--- config.mk ---
export PLATFORM = sky130hd
export DESIGN_NAME = regfile_2r1w_sb
export DESIGN_NICKNAME = d
export VERILOG_FILES = /design/src/rtl/regfile_2r1w_sb.sv
export SDC_FILE = /design/constraint.sdc
export NUM_CORES = 1
export LEC_CHECK = 0
export CORE_MARGIN = 1
export CORE_UTILIZATION = 40
export DETAILED_ROUTE_END_ITERATION = 8
export DONT_BUFFER_PORTS = 1
export SLEW_MARGIN = 20
export SYNTH_ARGS = -nofsm -noshare
export SYNTH_HDL_FRONTEND = slang
export SYNTH_SLANG_ARGS = --single-unit
--- constraint.sdc ---
create_clock -name clk -period 5.62 [get_ports clk]
set_input_delay 1.124 -clock clk [delete_from_list [all_inputs] [get_ports clk]]
set_output_delay 1.124 -clock clk [all_outputs]
set_load 0.02 [all_outputs]
--- src/rtl/regfile_2r1w_sb.sv ---
// regfile_2r1w_sb
//   Parametrised register file with two combinational read ports, one
//   synchronous write port, optional write-to-read bypass, optional
//   hardwired-zero R0 and a per-register pending (scoreboard) bit used by
//   the controller to stall on read-after-write hazards.
//
// Ports
//   clk         rising-edge clock
//   rst_n       synchronous active-low reset (clears data and pending)
//   data_in     write data
//   writenum    write address
//   write       write enable
//   readnum_a   read port A address
//   readnum_b   read port B address
//   data_out_a  read port A data (combinational)
//   data_out_b  read port B data (combinational)
//   reserve     mark register reservenum pending
//   reservenum  register to reserve
//   busy_a      readnum_a register pending (combinational)
//   busy_b      readnum_b register pending (combinational)
//   pending     scoreboard vector, registered (not bypassed)
module regfile_2r1w_sb #(
  parameter int WIDTH   = 16,
  parameter int NREGS   = 8,
  parameter int AW      = 3,
  parameter int BYPASS  = 1,
  parameter int ZERO_R0 = 0
) (
  input  logic             clk,
  input  logic             rst_n,
  input  logic [WIDTH-1:0] data_in,
  input  logic [AW-1:0]    writenum,
  input  logic             write,
  input  logic [AW-1:0]    readnum_a,
  input  logic [AW-1:0]    readnum_b,
  output logic [WIDTH-1:0] data_out_a,
  output logic [WIDTH-1:0] data_out_b,
  input  logic             reserve,
  input  logic [AW-1:0]    reservenum,
  output logic             busy_a,
  output logic             busy_b,
  output logic [NREGS-1:0] pending
);

  logic [WIDTH-1:0] regs [NREGS];
  logic [NREGS-1:0] wr_dec;
  logic [NREGS-1:0] rsv_dec;
  logic [NREGS-1:0] pend_q;

  // One-hot decodes. Out-of-range addresses match no entry, so they are
  // dropped without any explicit range compare. R0 is excluded when it is
  // hardwired to zero.
  always_comb begin
    wr_dec  = '0;
    rsv_dec = '0;
    for (int i = 0; i < NREGS; i++) begin
      if (ZERO_R0 == 0 || i != 0) begin
        wr_dec[i]  = write   && (writenum   == AW'(i));
        rsv_dec[i] = reserve && (reservenum == AW'(i));
      end
    end
  end

  for (genvar g = 0; g < NREGS; g++) begin : g_reg
    always_ff @(posedge clk) begin
      if (!rst_n) begin
        regs[g] <= '0;
      end else if (wr_dec[g]) begin
        regs[g] <= data_in;
      end
    end
  end

  // A reserve in the same cycle as a write to the same register wins: the
  // new producer must still be waited for.
  always_ff @(posedge clk) begin
    if (!rst_n) begin
      pend_q <= '0;
    end else begin
      for (int i = 0; i < NREGS; i++) begin
        if (rsv_dec[i]) begin
          pend_q[i] <= 1'b1;
        end else if (wr_dec[i]) begin
          pend_q[i] <= 1'b0;
        end
      end
    end
  end

  assign pending = pend_q;

  function automatic logic byp_hit(input logic [AW-1:0] addr);
    return (BYPASS != 0) && write && rst_n && (writenum == addr);
  endfunction

  // hit is set only for an in-range address that is not a hardwired zero.
  function automatic logic [WIDTH-1:0] rd_data(input logic [AW-1:0] addr);
    logic [WIDTH-1:0] v;
    logic             hit;
    v   = '0;
    hit = 1'b0;
    for (int i = 0; i < NREGS; i++) begin
      if (addr == AW'(i)) begin
        hit = 1'b1;
        v   = regs[i];
      end
    end
    if (ZERO_R0 != 0 && addr == '0) hit = 1'b0;
    if (!hit) begin
      v = '0;
    end else if (byp_hit(addr)) begin
      v = data_in;
    end
    return v;
  endfunction

  function automatic logic rd_busy(input logic [AW-1:0] addr);
    logic p;
    p = 1'b0;
    for (int i = 0; i < NREGS; i++) begin
      if (addr == AW'(i)) p = pend_q[i];
    end
    return p && !byp_hit(addr);
  endfunction

  always_comb begin
    data_out_a = rd_data(readnum_a);
    data_out_b = rd_data(readnum_b);
    busy_a     = rd_busy(readnum_a);
    busy_b     = rd_busy(readnum_b);
  end

endmodule

# Word level (Yosys, flattened, before mapping)
# Memory sizes are Yosys's and may differ from the RTL's.
# Index checks and enable logic that the tools add are counted.
dict set report classes {
  eq_ne 30
  mux 101
  n_bitwise 8
  reduce_logical 35
}
# op n
set ops {}
lappend ops {{two-way mux 16 bit} 28}
lappend ops {{two-way mux 1 bit} 73}
lappend ops {{== test 3 bit (second input constant)} 16}
lappend ops {{== test 3 x 2 -> 1 bit (second input constant)} 8}
lappend ops {{logical AND 1 bit} 21}
lappend ops {{nonzero test 2 bit} 8}
lappend ops {{== test 3 x 1 -> 1 bit (second input constant)} 4}
lappend ops {{logical NOT 3 bit} 4}
lappend ops {{OR 1 bit} 8}
lappend ops {{== test 3 bit} 2}
lappend ops {{logical NOT 1 bit} 2}
dict set report totals {
  ff_bits 8
  ram_bits 128
  input_bits 32
  out_inout_bits 42
  elab_cells 183
  n_memories 1
}
# memory depth word_bits read_ports rd_clocked_by_memory_dff wr line_no
set mem_list {}
lappend mem_list {regs 8 16 8 0 8 45} ;# logic [WIDTH-1:0] regs [NREGS];

# Longest topological paths before layout
dict set report logic_depth {
  word_depth 11
  mapped_depth 7
  ltp_nobuf 4
}

# Worst setup path before layout
# Ideal clock, no wire load.
dict set report synth_path {
  kind {input-to-output}
  startpoint {input port writenum[1]}
  endpoint {output port data_out_b[0]}
  arrival_ns 2.689
  required_ns 4.496
  slack_ns 1.807
  path_stages 5
  path_buffers 1
  cell_sequence {buf_2 xor2_1 nor4_4 o21bai_4 o311ai_0}
}
dict set report synth_via {
  elab_chain_len 4
}
# element line_no
set synth_rtl {}
lappend synth_rtl {{start, declared} 32} ;# input logic [AW-1:0] writenum,
lappend synth_rtl {{== test 3 bit} 93} ;# return (BYPASS != 0) && write && rst_n && (writenum == addr);
lappend synth_rtl {{logical AND 1 bit} 93}
lappend synth_rtl {{two-way mux 16 bit} 111} ;# end else if (byp_hit(addr)) begin
lappend synth_rtl {{two-way mux 16 bit} 109} ;# if (!hit) begin
lappend synth_rtl {{end, declared} 37} ;# output logic [WIDTH-1:0] data_out_b,
# No other way between the ends.

# Worst setup path in the final report
dict set report layout_path {
  startpoint {input port readnum_a[2]}
  endpoint {output port data_out_a[7]}
}
dict set report layout_via {
  elab_chain_len 11
  word_cells_on_any_way 28
  classes_between {eq/ne (8); mux (18); reduce/logical (2)}
}
# element line_no
set layout_rtl {}
lappend layout_rtl {{start, declared} 34} ;# input logic [AW-1:0] readnum_a,
lappend layout_rtl {{logical NOT 3 bit} 103} ;# if (addr == AW'(i)) begin
lappend layout_rtl {{two-way mux 16 bit (8 in a row)} 103}
lappend layout_rtl {{two-way mux 16 bit} 111}
lappend layout_rtl {{two-way mux 16 bit (*)} 109}
lappend layout_rtl {{end, declared} 36} ;# output logic [WIDTH-1:0] data_out_a,
# Mark *: on every way between the ends. The rest lies on a longest branch, timed or not.

==> flow_metrics.py <==
metrics = {
    "logic_synthesis": {
        "ys.flop_type": "edfxtp_1",
        "synth_cell_types": 49,
        "synth-edff-count": 128,
        "postSynth.asyncResetShare": 0,
        "syn_area_sq_um": 7750,
        "netlist_instances": 599,
        "synth_warnings": 0,
        "ys_seq_area_frac": 0.517,
        "ys_ff_latch": 136,
        "synth_area_per_cell_sq_um": 12.9,
        "syn-num-nets": 631,
    },
    "drt": {
        "drtAntennaViolNets": 0,
        "dr.pass1.iters": 5,
        "first_iter_violations": 506,
        "viasPerCell": 5.96,
        "post_drt_wl_per_cell_um": 24.9,
        "wirelength_um": 21500,
        "num_vias": 5154,
        "drc": 0,
    },
    "worst_setup_path": {
        "crit_slowest_cell": "nor4_4",
        "worstSetupPathType": "input port to primary output",
        "start_kind": "input port",
        "path_max_fanout": 19,
        "endpoint_kind": "primary output",
        "critPathRequiredTime_ns": 4.50,
        "critPathBufInv": 1,
        "crit_family": "simple AND/OR/NAND/NOR gates",
        "arrival_ns": 3.04,
        "crit_chain": "xor2_1 > nor4_4 > buf_4 > a21oi_1 > a221o_1",
        "slowest_delay_ns": 0.85,
    },
    "place": {
        "dp_hpwl_um": 12900,
        "place_congestion": 0.786,
        "numPortBuffers": 0,
    },
    "clock_network": {
        "clkSinkCount": 136,
        "cts_buffers": 17,
        "hold_buffers": 0,
        "clk_pin_slew_ns": 0.06,
        "cts-htree-levels": 4,
        "clock_path_buffers": 2,
        "clock-root-buffer": "clkbuf_16",
        "post_cts_resized": 0,
        "postCtsSetupBuffers": 0,
        "cts_tree": "yes",
        "clk_latency_ns": 0.42,
    },
    "finish": {
        "layout_common_cells": "and2_1, edfxtp_1, mux4_2",
        "utilization": 0.456,
        "area_growth_syn_to_layout_pct": 10.8,
        "num_antenna_cells": 0,
        "fin_nets": 627,
        "mostFrequentLayoutCell": "and2_1",
        "drive_above_1_share": 0.182,
    },
    "floorplan": {
        "rows": 50,
        "fp.dieW_um": 141,
        "dieArea_sq_um": 19900,
        "core_sq_um": 18800,
        "boundaryPins": 74,
        "die_y_um": 141,
        "initial_core_util": 0.412,
    },
    "global_route": {
        "antenna_found_initial": 0,
        "met1_usage": 0.288,
        "grtUsageMet3": 0.0387,
        "grtUsageTotal": 0.224,
        "grt_max_degree": 47,
        "grt.overflow.total": 0,
        "grt_pass1_wl_um": 31900,
        "grt_util_met2": 0.381,
        "grt_pass1_vias": 5122,
        "busiest_layer": "met2",
    },
    "min_path": {
        "hold_path.class": "register to register",
    },
    "job": {
        "cap_violations": 0,
    },
    "timing": {
        "tns_ns": 0,
        "finalCriticalPeriod_ns": 4.16,
        "rsz0062_at_grt": "false",
        "hold_viol": 0,
        "max-slew-margin-rel": 0.366,
        "max_freq_ghz": 0.240,
        "setup_viol": 0,
        "fin_crit_sh": 0.740,
        "tightestPinTransition_ns": 0.944,
        "finClkSkew_ns": 0,
        "drv_slew": 0,
    },
    "pwr": {
        "powerDensity_nw_per_um2": 304,
        "ir_drop_mv": 0.153,
        "leakage_nw": 2.96,
    },
    "run_status": {
        "outcome": "finished, final reports clean",
    },
}
logic make-up after synthesis:
family	synth area share
compound gates	0.0731
xor+xnor	0.00678
buf+inv	0.0365
flops	0.517
mux	0.198
simple gates	0.169
synth_stat cells (all sizes together) (4+ instances only):
library cell	instances	area (sq um)
a21oi	7	35.0
inv	13	48.8
o21ai	39	195
o311ai	5	43.8
nand2b	6	37.5
clkbuf	11	42.5
and2	129	807
edfxtp	128	3840
buf	30	191
mux2i	42	420
o21bai	4	41.3
a311oi	6	52.6
nand2	40	150
nand3b	5	37.5
nor3	11	60.1
nor2	15	63.8
xor2	6	52.6
mux4	49	1100
o22ai	6	37.5
dfxtp	8	160
or3	5	31.3
state kept, by name, indices dropped and copies added, names as in the netlist:
signal	flops
pending	8
regs	128
report_power, final:
part           switching [mW]  internal (mW)
clock                   0.403          0.684
combinational           0.178          0.129
sequential             0.0381           1.18
metrics by stage:
| step | power, mW | setup WS, ns | hold slack, ns | cells | cell area, sq um |
|---|---|---|---|---|---|
| 6_report | 2.61 | 1.46 | 0.602 | 865 | 8590 |
| 4_1_cts | 2.62 | 1.42 | 0.605 | 865 | 8590 |
| 3_5_place_dp | 1.54 | 1.42 | 0.596 | 836 | 8030 |
| 2_1_floorplan | 1.48 | 1.81 | 0.551 | 599 | 7750 |
| 3_3_place_gp | 1.53 | 1.45 | 0.591 | 836 | 8030 |
| 5_1_grt | 2.68 | 1.29 | 0.638 | 865 | 8590 |
worst register-to-register path, stage by stage, from the launching register on:
cell and delay, ns:
dfxtp_1 0.47, inv_1 0.11, o22ai_1 0.18
routing by layer:
layer	routed length, um	vias up
met3	1580	30
met4	367	0
li1	-	2255
met5	0	-
met1	8720	2634
met2	10900	235
worst paths after layout:
path              cells after the start             to    startpoint  slack, ns
setup / recovery                      5  data_out_a[7]  readnum_a[2]       1.46
hold / removal                        2     pending[4]    pending[4]       0.60
setup reg to reg                      2     pending[1]    pending[1]       4.78
hold reg to reg                       2     pending[4]    pending[4]       0.60
area by class of cell:
| cell class | instances | area (sq um) |
|---|---|---|
| Sequential cell | 136 | 4000 |
| Multi-Input combinational cell | 409 | 3510 |
| Fill cell | 1667 | 10200 |
| Clock buffer | 19 | 433 |
| Inverter | 13 | 48.8 |
| Clock inverter | 10 | 131 |
| Timing Repair Buffer | 18 | 135 |
| Tap cell | 260 | 325 |
No activity file was read; power rests on OpenSTA's default activity.
==> RTL edit 1, RTL diff (config.mk and constraints unchanged) <==
Set the parameter `NREGS` to 16 (it was 8).
--- a/src/rtl/regfile_2r1w_sb.sv
+++ b/src/rtl/regfile_2r1w_sb.sv
@@ -21,7 +21,7 @@
 //   pending     scoreboard vector, registered (not bypassed)
 module regfile_2r1w_sb #(
   parameter int WIDTH   = 16,
-  parameter int NREGS   = 8,
+  parameter int NREGS   = 16,
   parameter int AW      = 3,
   parameter int BYPASS  = 1,
   parameter int ZERO_R0 = 0
Ports: changed (resized pending); port bits go from 74 to 82. The function was not compared with the original's and may differ.
==> RTL edit 1 against the original RTL <==
- register-to-register slack got worse by 0.21 ns
- power rose by 6.3%
- sequential cell count did not move
- synthesized area rose by 0.74%
- maximum frequency rose by 6.4%
- setup slack improved by 0.25 ns
- critical path depth did not move
- wire length rose by 0.89%
- cell count rose by 0.35%
- cell area rose by 1.1%
- synthesized cell count rose by 1.3%
- critical path type unchanged
- critical endpoint is now data_out_b[6]
==> RTL edit 1: results (changes against the original RTL) <==
Finish
  – Total of fill cells in the finished design: 1702 (was 1667)
  – Layout cell share with drive strength beyond 1: 0.188 (was 0.182)
  – Nets@finish: 627 (unchanged)

Route
  – Via density: 5.86 (was 5.96)
  – Routed met2 length: 10900 um (about the same)
  – Routed length on met3: 1630 um (was 1580 um)
  – Vias: 5087 (was 5154)
  – Routed wire per std cell: 25.0 um (was 24.9 um)
  – Iteration-0 DRC count of the detailed router: 485 (was 506)
  – Wl on met1: 8870 um (was 8720 um)

Placed design
  – DP HPWL: 12700 um (was 12900 um)
  – Routability-driven placement congestion ratio: 0.774 (was 0.786)

Power
  – VDD IR-drop max: 0.223 mV (was 0.153 mV)
  – LEAKAGE: 3.01 nW (was 2.96 nW)

Logic synthesis
  – Post-synthesis sequential area ratio: 0.513 (was 0.517)
  – Syn Nets: 639 (was 631)
  – Top post-synthesis cells by area: edfxtp_1 49%, mux4_2 14%, and2_1 10% (was edfxtp_1 50%, mux4_2 14%, and2_1 10%)
  – Mapped Cells: 607 (was 599)

GRT
  – GRT Util Overall: 0.226 (was 0.224)
  – Met1 Usage GRT: 0.276 (was 0.288)
  – Number of global-route vias before repair: 5247 (was 5122)
  – First-pass GRT wire length: 32500 um (was 31900 um)
  – M3 GR Usage: 0.0550 (was 0.0387)

Status
  – Status: completed (unchanged)

Critical path
  – CP arrival: 2.79 ns (was 3.04 ns)
  – Delay-heaviest family, CP: simple AND/OR/NAND/NOR gates (unchanged)

STA
  – Slew @ Worst Pin: 1.01 ns (was 0.944 ns)
==> RTL edit 1: cell types whose count changed in the layout (fill, tap and decap cells not counted) <==
cell / before / now
bufinv_16: 3 / 6
clkinv_4: 1 / 2
clkinv_1: 2 / 1
==> RTL edit 1: power breakdown <==
part	leakage (nW)	switching, W	internal [W]
registers	1.30	0.0000407	0.00118
clock network	0.315	0.000423	0.000829
logic	1.39	0.000175	0.000129
==> RTL edit 1: cell families after synthesis <==
group,synth area share
AND/OR/NAND/NOR,0.168
flip-flops,0.513
multiplexers,0.197
AO/OA/AOI/OAI,0.0726
buffers and inverters,0.0436
XOR/XNOR,0.00673
==> RTL edit 1: layout make-up <==
| class | instances | area [um2] | share of cell area |
|---|---|---|---|
| Clock buffer | 19 | 433 | 0.0498 |
| Tap cell | 260 | 325 | 0.0374 |
| Inverter | 13 | 48.8 | 0.00562 |
| Multi-Input combinational cell | 409 | 3510 | 0.405 |
| Sequential cell | 136 | 4000 | 0.461 |
| Timing Repair Buffer | 18 | 135 | 0.0156 |
| Clock inverter | 13 | 226 | 0.0261 |
==> RTL edit 1: path summary, 6_finish.rpt <==
check / startpoint / to / slack [ns] / cells past startpoint
max reg2reg: pending[6] / pending[6] / 4.57 / 2
min reg2reg: pending[4] / pending[4] / 0.70 / 2
max: rst_n / data_out_b[6] / 1.71 / 5
min: pending[4] / pending[4] / 0.70 / 2
==> RTL edit 1: metrics by stage <==
step	hold slack (ns)	instance area, um2	utilization	power [W]	worst slack, ns
floorplan	0.561	7810	-	0.00149	1.81
global placement	0.685	8030	0.425	0.00153	1.78
CTS	0.704	8690	0.460	0.00279	1.73
global route	0.748	8690	0.460	0.00285	1.54
detailed placement	0.695	8030	0.425	0.00154	1.73
finish	0.701	8690	0.460	0.00277	1.71
==> RTL edit 2, RTL diff (config.mk and constraints unchanged) <==
Made on the original files. Register the output `data_out_b`, without a reset; this adds one clock of latency there. The other outputs are not delayed to match. Comments in the files are not updated.
--- a/src/rtl/regfile_2r1w_sb.sv
+++ b/src/rtl/regfile_2r1w_sb.sv
@@ -41,6 +41,8 @@
   output logic             busy_b,
   output logic [NREGS-1:0] pending
 );
+
+  logic [WIDTH-1:0] data_out_b_d;
 
   logic [WIDTH-1:0] regs [NREGS];
   logic [NREGS-1:0] wr_dec;
@@ -125,10 +127,14 @@
 
   always_comb begin
     data_out_a = rd_data(readnum_a);
-    data_out_b = rd_data(readnum_b);
+    data_out_b_d = rd_data(readnum_b);
     busy_a     = rd_busy(readnum_a);
     busy_b     = rd_busy(readnum_b);
   end
 
+  always_ff @(posedge clk) begin
+    data_out_b <= data_out_b_d;
+  end
+
 endmodule
 
Function: changed (Yosys sat finds a counterexample within 4 cycles, from zero or initial values and one cycle with rst_n low).
==> RTL edit 2 against the original RTL <==
- sequential cell count grew 16
- setup slack improved by 0.12 ns
- sequential share of layout area grew 0.35 points
- power rose by 9.4%
- wire length rose by 4.8%
- cell area rose by 7.2%
- synthesized area grew 7.6%
- register-to-register slack lost 0.52 ns
==> RTL edit 2: results (changes against the original RTL) <==
Finish
  – Register area: 4320 um2 (was 4000 um2)
  – FF+latch count: 152 (was 136)
  – ClkCell Share: 0.0672 (was 0.0657)
  – Total of fill cells in the finished design: 1831 (was 1667)
  – Signal buffers: 13 (was 18)
  – Final-layout clock buffer total: 25 (was 19)
  – Non-clk invs: 8 (was 13)
  – Layout cell share with drive strength beyond 1: 0.170 (was 0.182)
  – Multi-input gates: 467 (was 409)
  – Multi-input gate area: 3800 um2 (was 3510 um2)
  – Nets@finish: 691 (was 627)
  – NonClk Buf Share: 0.0106 (was 0.0157)
  – Number of flip-flops in the largest register: 128 (unchanged)

STA
  – Worst clock skew: 0.00975 ns (was 0 ns)
  – Hold WS: 0.586 ns (was 0.602 ns)
  – Relative slew slack: 0.323 (was 0.366)

Logic synthesis
  – Multiplexer share of the synthesized area: 0.167 (was 0.198)
  – Mapped Cells: 678 (was 599)
  – Post-synth EDFFs: 128 (unchanged)
  – Ys async rst share: 0 (unchanged)
  – Most frequent cells after synthesis: 128 x and2_1, 128 x edfxtp_1, 45 x mux4_2, 39 x nor2_1, 38 x mux2i_1 (was 129 x and2_1, 128 x edfxtp_1, 49 x mux4_2, 42 x mux2i_1, 40 x nand2_1)
  – Syn Nets: 710 (was 631)
  – Synth Area in Compound Gates: 0.0793 (was 0.0731)
  – Top post-synthesis cells by area: edfxtp_1 46%, mux4_2 12%, and2_1 9.6% (was edfxtp_1 50%, mux4_2 14%, and2_1 10%)
  – Post-synthesis xor/xnor area fraction: 0.00630 (was 0.00678)
  – Area share of fa/ha/maj cells after synthesis: 0 (unchanged)
  – Post-synthesis sequential area ratio: 0.518 (was 0.517)
  – Yosys cell types: 39 (was 49)

GRT
  – Number of global-route vias before repair: 5694 (was 5122)
  – First-pass GRT wire length: 34100 um (was 31900 um)
  – Initial antenna violation count: 1 (was 0)
  – Largest net degree at the start of global routing: 77 (was 47)
  – GRT Util Overall: 0.218 (was 0.224)

Placed design
  – Routability-driven placement congestion ratio: 0.815 (was 0.786)
  – DP HPWL: 13200 um (was 12900 um)

Route
  – Via density: 5.91 (was 5.96)
  – Post-Route WL: 22600 um (was 21500 um)
  – Iteration-0 DRC count of the detailed router: 425 (was 506)

Min path
  – Hold endpoint: pending[4] (unchanged)

Critical path
  – Crit-path max FO: 30 (was 19)
  – CP arrival: 2.92 ns (was 3.04 ns)
  – FF-to-FF setup slack: 4.26 ns (was 4.78 ns)
  – R2r worst-path depth: 3 (was 2)
  – Critical R2R Launch: regs[0][32] (was pending[1])
  – Worst r2r dst: data_out_b[0] (was pending[1])
  – CP peak stage delay: 0.69 ns (was 0.85 ns)

Status
  – Status: completed (unchanged)

Clock tree
  – Clock transition at path regs: 0.06 ns (about the same)
  – Clock tree buffer depth: 2 (unchanged)
  – Root Driver: clkbuf_16 (unchanged)

Power
  – LEAKAGE: 3.17 nW (was 2.96 nW)
  – VDD IR-drop max: 0.200 mV (was 0.153 mV)
## RTL edit 2: changes by cell type in the layout (fill, tap and decap cells not counted), moves of 11 or more
cell | unedited run | this run
o21ai_0 | 33 | 20
dfxtp_1 | 8 | 24
or3b_2 | 0 | 11
nor2b_1 | 2 | 17
nor2_1 | 12 | 37
o31ai_1 | 1 | 14
nand3b_1 | 5 | 16
a31oi_1 | 1 | 12
o21bai_1 | 3 | 17
## RTL edit 2: where the power goes
group	switching, W	internal [W]
Clock	0.000446	0.000757
Combinational	0.000147	0.000133
Sequential	0.0000655	0.00131
Total	0.000659	0.00220
## RTL edit 2: worst max path at each step
stage	start	end	slack (ns)	cells past startpoint
floorplan	readnum_a[1]	data_out_a[0]	2.03	6
global placement	readnum_a[2]	data_out_a[3]	1.58	5
detailed placement	readnum_a[2]	data_out_a[3]	1.50	5
CTS	readnum_a[2]	data_out_a[3]	1.51	5
global route	readnum_a[2]	data_out_a[3]	1.45	5
finish	readnum_a[2]	data_out_a[3]	1.58	5
## RTL edit 2: layer usage
| metal | GRT usage | vias to the layer above | part of all wire |
|---|---|---|---|
| met4 | 0.0984 | 0 | 0.024 |
| met3 | 0.0400 | 41 | 0.068 |
| met1 | 0.276 | 2858 | 0.42 |
| met2 | 0.363 | 190 | 0.49 |
| li1 | - | 2478 | - |
| met5 | 0 | - | 0 |
## RTL edit 2: per-stage QoR
stage / instance area (um2) / instances / power (W) / worst slack [ns]
detailed placement: 8590 / 910 / 0.00168 / 1.50
global placement: 8590 / 910 / 0.00167 / 1.58
CTS: 9210 / 942 / 0.00286 / 1.51
finish: 9210 / 942 / 0.00285 / 1.58
global route: 9210 / 942 / 0.00293 / 1.45
floorplan: 8340 / 678 / 0.00163 / 2.03
